[src/rtl/axi_ddr_rd_frame_sched_pkg.sv]
// Shared constants and state encoding for the frame-level DDR read scheduler.
package axi_ddr_rd_frame_sched_pkg;

    localparam int AXI_ADDR_WIDTH = 32;
    localparam int BEAT_BYTES     = 8;
    localparam int BURST_LEN      = 64;
    localparam int FIFO_DEPTH     = 1024;
    localparam int FIFO_CNT_W     = 11;
    localparam int BEATS_W        = 24;

    typedef enum logic [2:0] {
        ST_IDLE  = 3'd0,
        ST_CHECK = 3'd1,
        ST_ISSUE = 3'd2,
        ST_GAP   = 3'd3,
        ST_FIN   = 3'd4
    } state_e;

endpackage

[src/rtl/axi_ddr_rd_frame_sched.sv]
// Walks one video frame in DDR per frame_start, issuing FIFO-space-gated bursts to the
// single-burst read engine and reporting frame completion, overrun and short bursts.
module axi_ddr_rd_frame_sched
    import axi_ddr_rd_frame_sched_pkg::*;
(
    input  logic                      M_AXI_ACLK,
    input  logic                      M_AXI_ARESETN,
    input  logic                      enable,
    input  logic                      frame_start,
    input  logic [AXI_ADDR_WIDTH-1:0] frame_base,
    input  logic [BEATS_W-1:0]        frame_beats,
    input  logic [FIFO_CNT_W-1:0]     fifo_wr_cnt,
    output logic                      Recv_START,
    output logic [7:0]                Recv_BurstLen,
    output logic [AXI_ADDR_WIDTH-1:0] Recv_Addr,
    input  logic                      Recv_fifo_W_en,
    input  logic                      Recv_DONE,
    output logic                      busy,
    output logic                      frame_done,
    output logic                      frame_overrun,
    output logic                      burst_err
);

    localparam int NW = FIFO_CNT_W + 2;

    state_e                    state_q, state_d;
    logic [AXI_ADDR_WIDTH-1:0] next_addr_q, next_addr_d;
    logic [BEATS_W-1:0]        rem_q, rem_d;
    logic [AXI_ADDR_WIDTH-1:0] raddr_q, raddr_d;
    logic [7:0]                rlen_q, rlen_d;
    logic [8:0]                beat_cnt_q, beat_cnt_d;
    logic                      gap_q, gap_d;
    logic                      err_q, err_d;
    logic                      ovr_q, ovr_d;
    logic                      restart_q, restart_d;
    logic [AXI_ADDR_WIDTH-1:0] pbase_q, pbase_d;
    logic [BEATS_W-1:0]        pbeats_q, pbeats_d;

    logic [BEATS_W-1:0] len_w;
    logic [NW-1:0]      need_w;
    logic               fits_w;
    logic [8:0]         beats_got_w;

    assign len_w       = (rem_q > BEATS_W'(BURST_LEN)) ? BEATS_W'(BURST_LEN) : rem_q;
    // Nothing is in flight while in CHECK, so only the new burst must fit.
    assign need_w      = NW'(fifo_wr_cnt) + NW'(len_w);
    assign fits_w      = need_w <= NW'(FIFO_DEPTH);
    assign beats_got_w = beat_cnt_q + {8'd0, Recv_fifo_W_en};

    always_comb begin
        state_d     = state_q;
        next_addr_d = next_addr_q;
        rem_d       = rem_q;
        raddr_d     = raddr_q;
        rlen_d      = rlen_q;
        beat_cnt_d  = beat_cnt_q;
        gap_d       = gap_q;
        err_d       = err_q;
        ovr_d       = 1'b0;
        restart_d   = restart_q;
        pbase_d     = pbase_q;
        pbeats_d    = pbeats_q;

        unique case (state_q)
            ST_IDLE: begin
                restart_d = 1'b0;
                if (frame_start && enable) begin
                    next_addr_d = frame_base;
                    rem_d       = frame_beats;
                    err_d       = 1'b0;
                    state_d     = (frame_beats == '0) ? ST_FIN : ST_CHECK;
                end
            end
            ST_CHECK: begin
                if (!enable) begin
                    restart_d = 1'b0;
                    state_d   = ST_IDLE;
                end else if (restart_q) begin
                    next_addr_d = pbase_q;
                    rem_d       = pbeats_q;
                    restart_d   = 1'b0;
                    state_d     = (pbeats_q == '0) ? ST_FIN : ST_CHECK;
                end else if (fits_w) begin
                    raddr_d    = next_addr_q;
                    rlen_d     = 8'(len_w);
                    beat_cnt_d = '0;
                    state_d    = ST_ISSUE;
                end
            end
            ST_ISSUE: begin
                if (Recv_fifo_W_en)
                    beat_cnt_d = beat_cnt_q + 9'd1;
                if (Recv_DONE) begin
                    if (beats_got_w != {1'b0, rlen_q})
                        err_d = 1'b1;
                    next_addr_d = next_addr_q + AXI_ADDR_WIDTH'(rlen_q) * AXI_ADDR_WIDTH'(BEAT_BYTES);
                    rem_d       = rem_q - BEATS_W'(rlen_q);
                    gap_d       = 1'b0;
                    state_d     = ST_GAP;
                end
            end
            ST_GAP: begin
                // Two low cycles let the engine's edge detector re-arm.
                if (!gap_q) begin
                    gap_d = 1'b1;
                end else if (restart_q) begin
                    next_addr_d = pbase_q;
                    rem_d       = pbeats_q;
                    restart_d   = 1'b0;
                    state_d     = (pbeats_q == '0) ? ST_FIN : ST_CHECK;
                end else begin
                    state_d = (rem_q == '0) ? ST_FIN : ST_CHECK;
                end
            end
            ST_FIN: begin
                if (frame_start && enable) begin
                    next_addr_d = frame_base;
                    rem_d       = frame_beats;
                    err_d       = 1'b0;
                    restart_d   = 1'b0;
                    state_d     = (frame_beats == '0) ? ST_FIN : ST_CHECK;
                end else if (restart_q) begin
                    // Restart requested during the final gap of the previous frame.
                    next_addr_d = pbase_q;
                    rem_d       = pbeats_q;
                    restart_d   = 1'b0;
                    state_d     = (pbeats_q == '0) ? ST_FIN : ST_CHECK;
                end else begin
                    state_d = ST_IDLE;
                end
            end
            default: state_d = ST_IDLE;
        endcase

        // Placed last so a new request in the same cycle as a restart load wins.
        if (frame_start && (state_q != ST_IDLE) && (state_q != ST_FIN)) begin
            ovr_d     = 1'b1;
            restart_d = 1'b1;
            pbase_d   = frame_base;
            pbeats_d  = frame_beats;
        end
    end

    always_ff @(posedge M_AXI_ACLK) begin
        if (!M_AXI_ARESETN) begin
            state_q     <= ST_IDLE;
            next_addr_q <= '0;
            rem_q       <= '0;
            raddr_q     <= '0;
            rlen_q      <= '0;
            beat_cnt_q  <= '0;
            gap_q       <= 1'b0;
            err_q       <= 1'b0;
            ovr_q       <= 1'b0;
            restart_q   <= 1'b0;
            pbase_q     <= '0;
            pbeats_q    <= '0;
        end else begin
            state_q     <= state_d;
            next_addr_q <= next_addr_d;
            rem_q       <= rem_d;
            raddr_q     <= raddr_d;
            rlen_q      <= rlen_d;
            beat_cnt_q  <= beat_cnt_d;
            gap_q       <= gap_d;
            err_q       <= err_d;
            ovr_q       <= ovr_d;
            restart_q   <= restart_d;
            pbase_q     <= pbase_d;
            pbeats_q    <= pbeats_d;
        end
    end

    assign Recv_START    = (state_q == ST_ISSUE);
    assign Recv_Addr     = raddr_q;
    assign Recv_BurstLen = rlen_q;
    assign busy          = (state_q != ST_IDLE);
    assign frame_done    = (state_q == ST_FIN);
    assign frame_overrun = ovr_q;
    assign burst_err     = err_q;

endmodule
[config.mk]
export PLATFORM = sky130hd
export DESIGN_NAME = axi_ddr_rd_frame_sched
export DESIGN_NICKNAME = d
export VERILOG_FILES = /design/src/rtl/axi_ddr_rd_frame_sched_pkg.sv /design/src/rtl/axi_ddr_rd_frame_sched.sv
export SDC_FILE = /design/constraint.sdc
export NUM_CORES = 1
export LEC_CHECK = 0
export ABC_AREA = 0
export BUFFER_PORTS_ARGS = -buffer_cell sky130_fd_sc_hd__clkbuf_2
export CORE_MARGIN = 4
export CORE_UTILIZATION = 53
export DETAILED_ROUTE_END_ITERATION = 7
export PLACE_DENSITY = 0.77
export SYNTH_ARGS = -nofsm -noshare
export SYNTH_HDL_FRONTEND = slang
export SYNTH_SLANG_ARGS = --single-unit
[constraint.sdc]
create_clock -name M_AXI_ACLK -period 4.86 [get_ports M_AXI_ACLK]
set_input_delay 0.243 -clock M_AXI_ACLK [delete_from_list [all_inputs] [get_ports M_AXI_ACLK]]
set_output_delay 0.243 -clock M_AXI_ACLK [all_outputs]
set_load 0.01 [all_outputs]
==> metrics.md, run 1 <==
| Metric | Value |
|---|---|
| Status | finished with violations |
| Violated checks | negative setup slack |
| Int Pwr | 2.77 mW |
| Number of synthesized flops with an enable pin | 0 |
| Setup TNS | -0.272 ns |
| CP Class | reg2reg |
| Slew at the pin closest to its max-slew limit | around 0.97 ns |
| Max VDD drop | 340 uV |
| FF+latch count, synth | 168 |
| Clk_lat worst skew | 0.43 ns |
| R2r setup slk | -0.04 ns |
| Vias per cell | 6.18 |
| Fin worst setup slack | -0.0396 ns |
| Combinational share of power | 0.255 |
| Initial Util | 0.546 |
| Vias in the first global route | about 9300 |
| CTS Buf Count | 17 |
| RSZ-0062 raised after global routing | true |
| Met1 Use GR | 0.371 |
| Worst min path class | in2reg |
| # diodes | 0 |
| P&R area growth vs syn | 18.6% |
| Max-cap viol count | 0 |
| Post-synth ARST share | 0 |
| Arrival time of the worst setup path | 5.22 ns |
| Seq/Total Area, Yosys | 0.340 |
| DR WL/cell | 19.0 um |
| CP max-delay cell | or4_4 |
| Row cnt | 49 |
| Die Area | 20900 um2 |
| Final #Nets | around 1400 |
| PwrDens | 349 nW/um2 |
| Post-synthesis cell count | ~1200 |
| DRT iter0 DRCs | 1056 |
| Sequential Power Share | 0.390 |
| Distinct cells, synth | 70 |
| Synthesized cell area | 9900 um2 |
| Input/output buffers | 117 |
| Most Crowded Layer GR | met2 |
| First-pass GRT wire length | 47100 um |
| Dominant synthesized flop cell | dfxtp_1 |
| Final instance area | about 12000 um2 |
| Power Total | 4.09 mW |
| Switching pwr | 1.33 mW |
| Placer Congestion | between 0.9 and 1 |
| Slew Viols, Final | 0 |
| Post-synthesis average cell area | 8.13 um2 |
| Clock tree sinks | about 170 |
| Vias | between 9000 and 10000 |
| Die height | 145 um |
| Hold endpoint | pbase_q[27] |
| Post-DP HPWL | 19600 um |
| # IOs | 118 |
| Global route total overflow | 0 |
| Met3 usage | 0.0565 |
| Post-DRT Antenna Nets | 0 |
| CTS tree | yes |
| Power share of the clock group | 0.355 |
| Crit-path cells | or4_4, or3_4, or3_4, a2111oi_4, buf_4, and2_4, ha_4, fa_2, a211oi_4, o211ai_2, a21oi_1, or4b_1, a2111o_1, a21oi_4, buf_6, clkbuf_16, mux2i_1, nor2b_1 |
| Met2 Usage GRT | 0.460 |
| CORE AREA | 18100 um2 |
| Initial antenna violation count | 1 |
| Worst Skew | 0.00991 ns |
| Hold path startpoint | frame_base[27] |
| Fmax | 204 MHz |
| DRT Wirelength | 29800 um |
| Total track usage | 0.279 |
| Fraction of layout cells with a size suffix above 1 | 0.185 |
| Reg-to-Reg Start | rem_q[12] |
| Horiz. Die Dim | between 100 and 150 um |
| Clk buf depth | 2 |
| Reg2reg end | Recv_BurstLen[2] |
| Final hold vios | 0 |
| Yosys warning total | 0 |
| Leak | 4.51 nW |
| Clock transition at the registers of the reported paths | 0.07 ns |
| H-Tree Level Count | 4 |
| DRT Pass-1 Iters | 7 |
| Post-route DRC | 0 |
| Placed cell area | 10900 um2 |
| WP data required | ~5.2 ns |
| Final worst path period share | 1.01 |
| Crit path max fanout | 7 |
| Reg2Reg Depth | 18 |
| Final setup fails | 19 |
| Hold Crit Depth | 3 |
| Worst path max stage delay | 0.54 ns |
| Switching Fraction | 0.324 |
| Clock period minus worst slack | between 4 and 5 ns |
| Relative slew slack | 0.353 |
| Root Driver | clkbuf_16 |
| Startpoint Class | register |
| Setup crit end kind | register |
| Most used cell, CP | or3_4 |
| Pin count of the biggest net entering global routing | 94 |
-- worst max-delay path by stage --
stage                   start               end  slack [ns]  cells after the start
global placement    rem_q[12]     Recv_Addr[25]       -0.05                     15
global route        rem_q[12]      Recv_Addr[8]       -0.23                     18
floorplan           rem_q[12]     beat_cnt_q[8]      0.0008                     15
finish              rem_q[12]  Recv_BurstLen[2]       -0.04                     18
CTS                 rem_q[12]  Recv_BurstLen[3]      0.0003                     16
detailed placement  rem_q[12]     Recv_Addr[11]       -0.18                     15
-- synthesized netlist by cell type (13+ instances only) --
master	n	share of area
nand2_1	211	0.080
dfxtp_1	168	0.34
mux2i_1	79	0.080
o21ai_0	70	0.035
a21boi_0	69	0.052
clkbuf_1	61	0.023
nor2b_1	56	0.035
a21oi_1	55	0.028
nor2_1	54	0.020
inv_1	31	0.012
ha_1	30	0.038
nor4_1	23	0.015
a222oi_1	19	0.019
nand3_1	19	0.0096
and2_1	18	0.011
xnor2_1	18	0.016
mux2_2	14	0.016
nor3_1	13	0.0066
o311ai_0	13	0.011
-- layout make-up --
| class | instances | area, um2 |
|---|---|---|
| Tap cell | 229 | 287 |
| Clock inverter | 11 | 159 |
| Inverter | 31 | 116 |
| Timing Repair Buffer | 169 | 1070 |
| Sequential cell | 168 | 3360 |
| Clock buffer | 21 | 470 |
| Multi-Input combinational cell | 945 | 6280 |
| Fill cell | 1557 | 6400 |
-- metrics by stage --
step                hold slack, ns   util  cells  worst slack [ns]
finish                      0.0532  0.647   1574           -0.0396
global route                0.0646  0.647   1574            -0.230
CTS                         0.0474  0.638   1569          0.000302
detailed placement           0.458  0.598   1532            -0.177
global placement             0.449  0.598   1532           -0.0533
floorplan                    0.388      -   1222          0.000781
-- power groups by stage --
stage | Clock, mW | Sequential, mW | Combinational (mW)
6_report | 1.45 | 1.60 | 1.04
3_5_place_dp | 0 | 1.62 | 0.976
2_1_floorplan | 0 | 1.57 | 0.692
3_3_place_gp | 0 | 1.62 | 0.958
5_1_grt | 1.52 | 1.61 | 1.14
4_1_cts | 1.46 | 1.59 | 0.998
-- kinds of logic after synthesis --
| group | synth area share |
|---|---|
| and+or+nand+nor | 0.217 |
| AOI/OAI and AO/OA | 0.237 |
| DFF | 0.340 |
| buffers and inverters | 0.0428 |
| muxes | 0.0969 |
| adders and majority gates | 0.0440 |
| xor gates and xnor gates | 0.0230 |
| other | 0.000379 |
-- sequential cells by signal, summed over array words and instances (netlist names), 3 cells and up --
| register | cells |
|---|---|
| Recv_Addr | 32 |
| rem_q | 24 |
| Recv_BurstLen | 8 |
| state_q | 3 |
| beat_cnt_q | 9 |
| pbeats_q | 24 |
| next_addr_q | 32 |
| pbase_q | 32 |
-- critical path: cells and delay by family, from the launching register on --
family	cells	cell delay (ns)
adders and majority gates	2	0.39
and+or+nand+nor	6	2.02
buffers and inverters	3	0.54
AOI/OAI and AO/OA	6	1.30
DFF	1	0.33
muxes	1	0.20
-- layer usage --
layer	wire length [um]	vias up
li1	-	4614
met1	12700	4638
met2	14100	425
met3	2410	56
met4	570	2
met5	12	-
-- what timing repair did --
action,CTS,global route
hold buffers,0,0
buffers inserted,4,3
endpoints found under the setup margin,47,51
gates resized for setup,7,21
pin swaps,6,8
cloned,1,2
-- cells in the final DEF (no fill, tap or decap), types with 4 or more instances in the layout --
cell type,instances
buf_4,45
a21oi_1,52
o21ai_0,70
xor2_1,8
o211ai_1,9
nand3_1,19
nand4_1,10
a222oi_1,19
nor3b_1,4
nor2_1,53
o31ai_1,6
conb_1,4
mux2_2,14
clkbuf_16,19
o211a_1,8
a21boi_0,69
clkbuf_2,116
a21o_1,10
dfxtp_1,167
nand2_1,210
a32o_1,5
and3_1,12
o21a_1,11
a221oi_1,4
ha_1,26
inv_1,31
nor4_1,22
mux2i_1,77
a31oi_1,11
o311ai_0,13
or4_1,4
and2_1,16
o22ai_1,9
o31a_1,4
nor3_1,12
xnor2_1,18
nor2b_1,56
or3_1,7
o21ai_1,4
No activity file was read; power rests on OpenSTA's default activity.
==> run 2, diff against run 1 <==
--- a/config.mk
+++ b/config.mk
@@ -7,6 +7,7 @@
 export LEC_CHECK = 0
 export ABC_AREA = 0
 export BUFFER_PORTS_ARGS = -buffer_cell sky130_fd_sc_hd__clkbuf_2
+export CORE_ASPECT_RATIO = 1.5
 export CORE_MARGIN = 4
 export CORE_UTILIZATION = 53
 export DETAILED_ROUTE_END_ITERATION = 7
==> run 2 against run 1 <==
The flow now finishes without violations. Final cell count up 2.0%. Largest cell class unchanged. Register-to-register slack better by 0.06 ns. Clock skew down 0.0025 ns. Sequential power about the same. Clock-buffer cell count down 1. Critical endpoint is now beat_cnt_q[8].
==> metrics.md, run 2 (same netlist as run 1, synthesis figures left out) <==
| Metric | Value |
|---|---|
| Status | finished clean |
| Final instance area | 11900 um2 (+1.3%) |
| Setup crit end kind | register |
| Clock tree sinks | 168 (unchanged) |
| Arrival time of the worst setup path | 5.16 ns (-0.06 ns) |
| CP Class | reg2reg |
| Initial Util | 0.536 (-0.00954) |
| Placed cell area | 10900 um2 (+0.40%) |
| Slew Viols, Final | 0 (unchanged) |
| Post-DRT Antenna Nets | 0 (unchanged) |
| Die Area | 21000 um2 (+0.21%) |
| First-pass GRT wire length | 47500 um (+0.88%) |
| Relative slew slack | 0.205 (-0.148) |
| DR WL/cell | 18.4 um (-2.8%) |
| Final hold vios | 0 (unchanged) |
| Die height | 175 um (+21%) |
| P&R area growth vs syn | 20.1% |
| Placer Congestion | 0.926 (+2.7%) |
| Hold Worst Slack | 0.0506 ns (-0.00256 ns) |
| RSZ-0062 raised after global routing | true |
| Clk_lat worst skew | 0.44 ns (about the same) |
| H-Tree Level Count | 4 (unchanged) |
| CTS tree | yes |
| Commonest non-fill, non-tap cell in the layout | nand2_1 |
| Vias in the first global route | 9568 (+2.9%) |
| Clk buf depth | 2 (unchanged) |
| Final #Nets | 1446 (+0.56%) |
| Crit path max fanout | 5 (-2) |
| Leak | 4.57 nW (+1.3%) |
| CTS Buf Count | 17 (unchanged) |
| Root Driver | clkbuf_16 |
| Initial antenna violation count | 0 (-1) |
| Post-route DRC | 0 (unchanged) |
| Clock transition at the registers of the reported paths | 0.07 ns (about the same) |
| PwrDens | 349 nW/um2 (about the same) |
| Final worst path period share | 0.995 (-0.0132) |
| Fraction of layout cells with a size suffix above 1 | 0.193 (+0.00777) |
| DRT iter0 DRCs | 840 (-20%) |
| Pin count of the biggest net entering global routing | 84 (-11%) |
| CTS hold repair buffers | 0 (unchanged) |
| # IOs | 118 (unchanged) |
| Fmax | 207 MHz (+1.3%) |
| Vias | 9785 (+0.51%) |
| Max-cap viol count | 0 (unchanged) |
| Post-DP HPWL | 19600 um (-0.36%) |
| DRT Pass-1 Iters | 5 (-2) |
| Final setup fails | 0 (-19) |
| Startpoint Class | register |
| Total track usage | 0.276 (-0.00233) |
| Worst min path class | in2reg |
| Vias per cell | 6.10 (-1.4%) |
| Row cnt | 61 (+24%) |
| Worst Skew | 0.00738 ns (-0.00254 ns) |
| Max VDD drop | 219 uV (-36%) |
| # diodes | 0 (unchanged) |
| WP data required | 5.18 ns (about the same) |
| DRT Wirelength | 29600 um (-0.87%) |
| Most frequent cells in the layout | 210 x nand2_1, 167 x dfxtp_1, 116 x clkbuf_2, 77 x mux2i_1, 70 x o21ai_0 |
| CORE AREA | 18500 um2 (+1.8%) |
| Slew at the pin closest to its max-slew limit | 1.19 ns (+0.223 ns) |
| Horiz. Die Dim | 120 um (-17%) |
| Clock period minus worst slack | 4.84 ns (-0.0641 ns) |
| Fin util | 0.644 (-0.00332) |
| Global route total overflow | 0 (unchanged) |
| Input/output buffers | 117 (unchanged) |
[run 2: power breakdown]
| group | switching, mW | internal, mW |
|---|---|---|
| Sequential | 0.119 | 1.48 |
| Clock | 0.596 | 0.897 |
| Combinational | 0.612 | 0.448 |
[run 2: worst paths after layout]
path                  from             to  slack (ns)  depth (start not counted)
max              rem_q[12]  beat_cnt_q[8]        0.02                         16
min          frame_base[0]     pbase_q[0]        0.05                          3
max reg2reg      rem_q[12]  beat_cnt_q[8]        0.02                         16
min reg2reg    pbase_q[27]    pbase_q[27]        0.47                          2
[run 2: final cells by class]
class,instances,area [um2]
fill,1577,6580
multi-input combinational,945,6320
sequential,168,3360
timing repair buffer,177,1130
clock buffer,20,457
tap,252,315
clock inverter,12,188
inverter,31,116
[run 2: timing repair]
action / CTS / global route
setup buffers: 14 / 1
resized for setup: 26 / 16
setup endpoints to repair: 47 / 47
cloned: 2 / 1
endpoints found under the hold margin: 0 / 0
pin swaps: 12 / 1
[run 2: through the flow]
stage	setup WS (ns)	TNS (ns)	power [mW]	cells
2_1_floorplan	0.000781	0	2.27	1222
3_3_place_gp	-0.0591	-1.21	2.58	1557
3_5_place_dp	-0.193	-6.23	2.60	1557
4_1_cts	0.0323	0	4.12	1604
5_1_grt	-0.112	-2.12	4.32	1605
6_report	0.0245	0	4.15	1605
[run 2: worst max-delay path, cell delays in order, from the launching register on]
cell	delay, ns
dfxtp_1	0.31
or4_4	0.53
or3_4	0.38
or3_4	0.36
buf_4	0.15
or4_4	0.52
ha_4	0.21
buf_4	0.15
o21ai_2	0.17
a21oi_2	0.10
nand3_1	0.09
or4b_1	0.44
a2111o_1	0.48
a21oi_4	0.23
buf_4	0.14
o2111ai_1	0.13
mux2_1	0.33
[run 2: layer usage]
layer	global-route usage	share of wire	routed length [um]
met5	0	0	0
met4	0.153	0.049	1440
met3	0.0438	0.061	1790
met2	0.483	0.50	14700
met1	0.320	0.39	11600
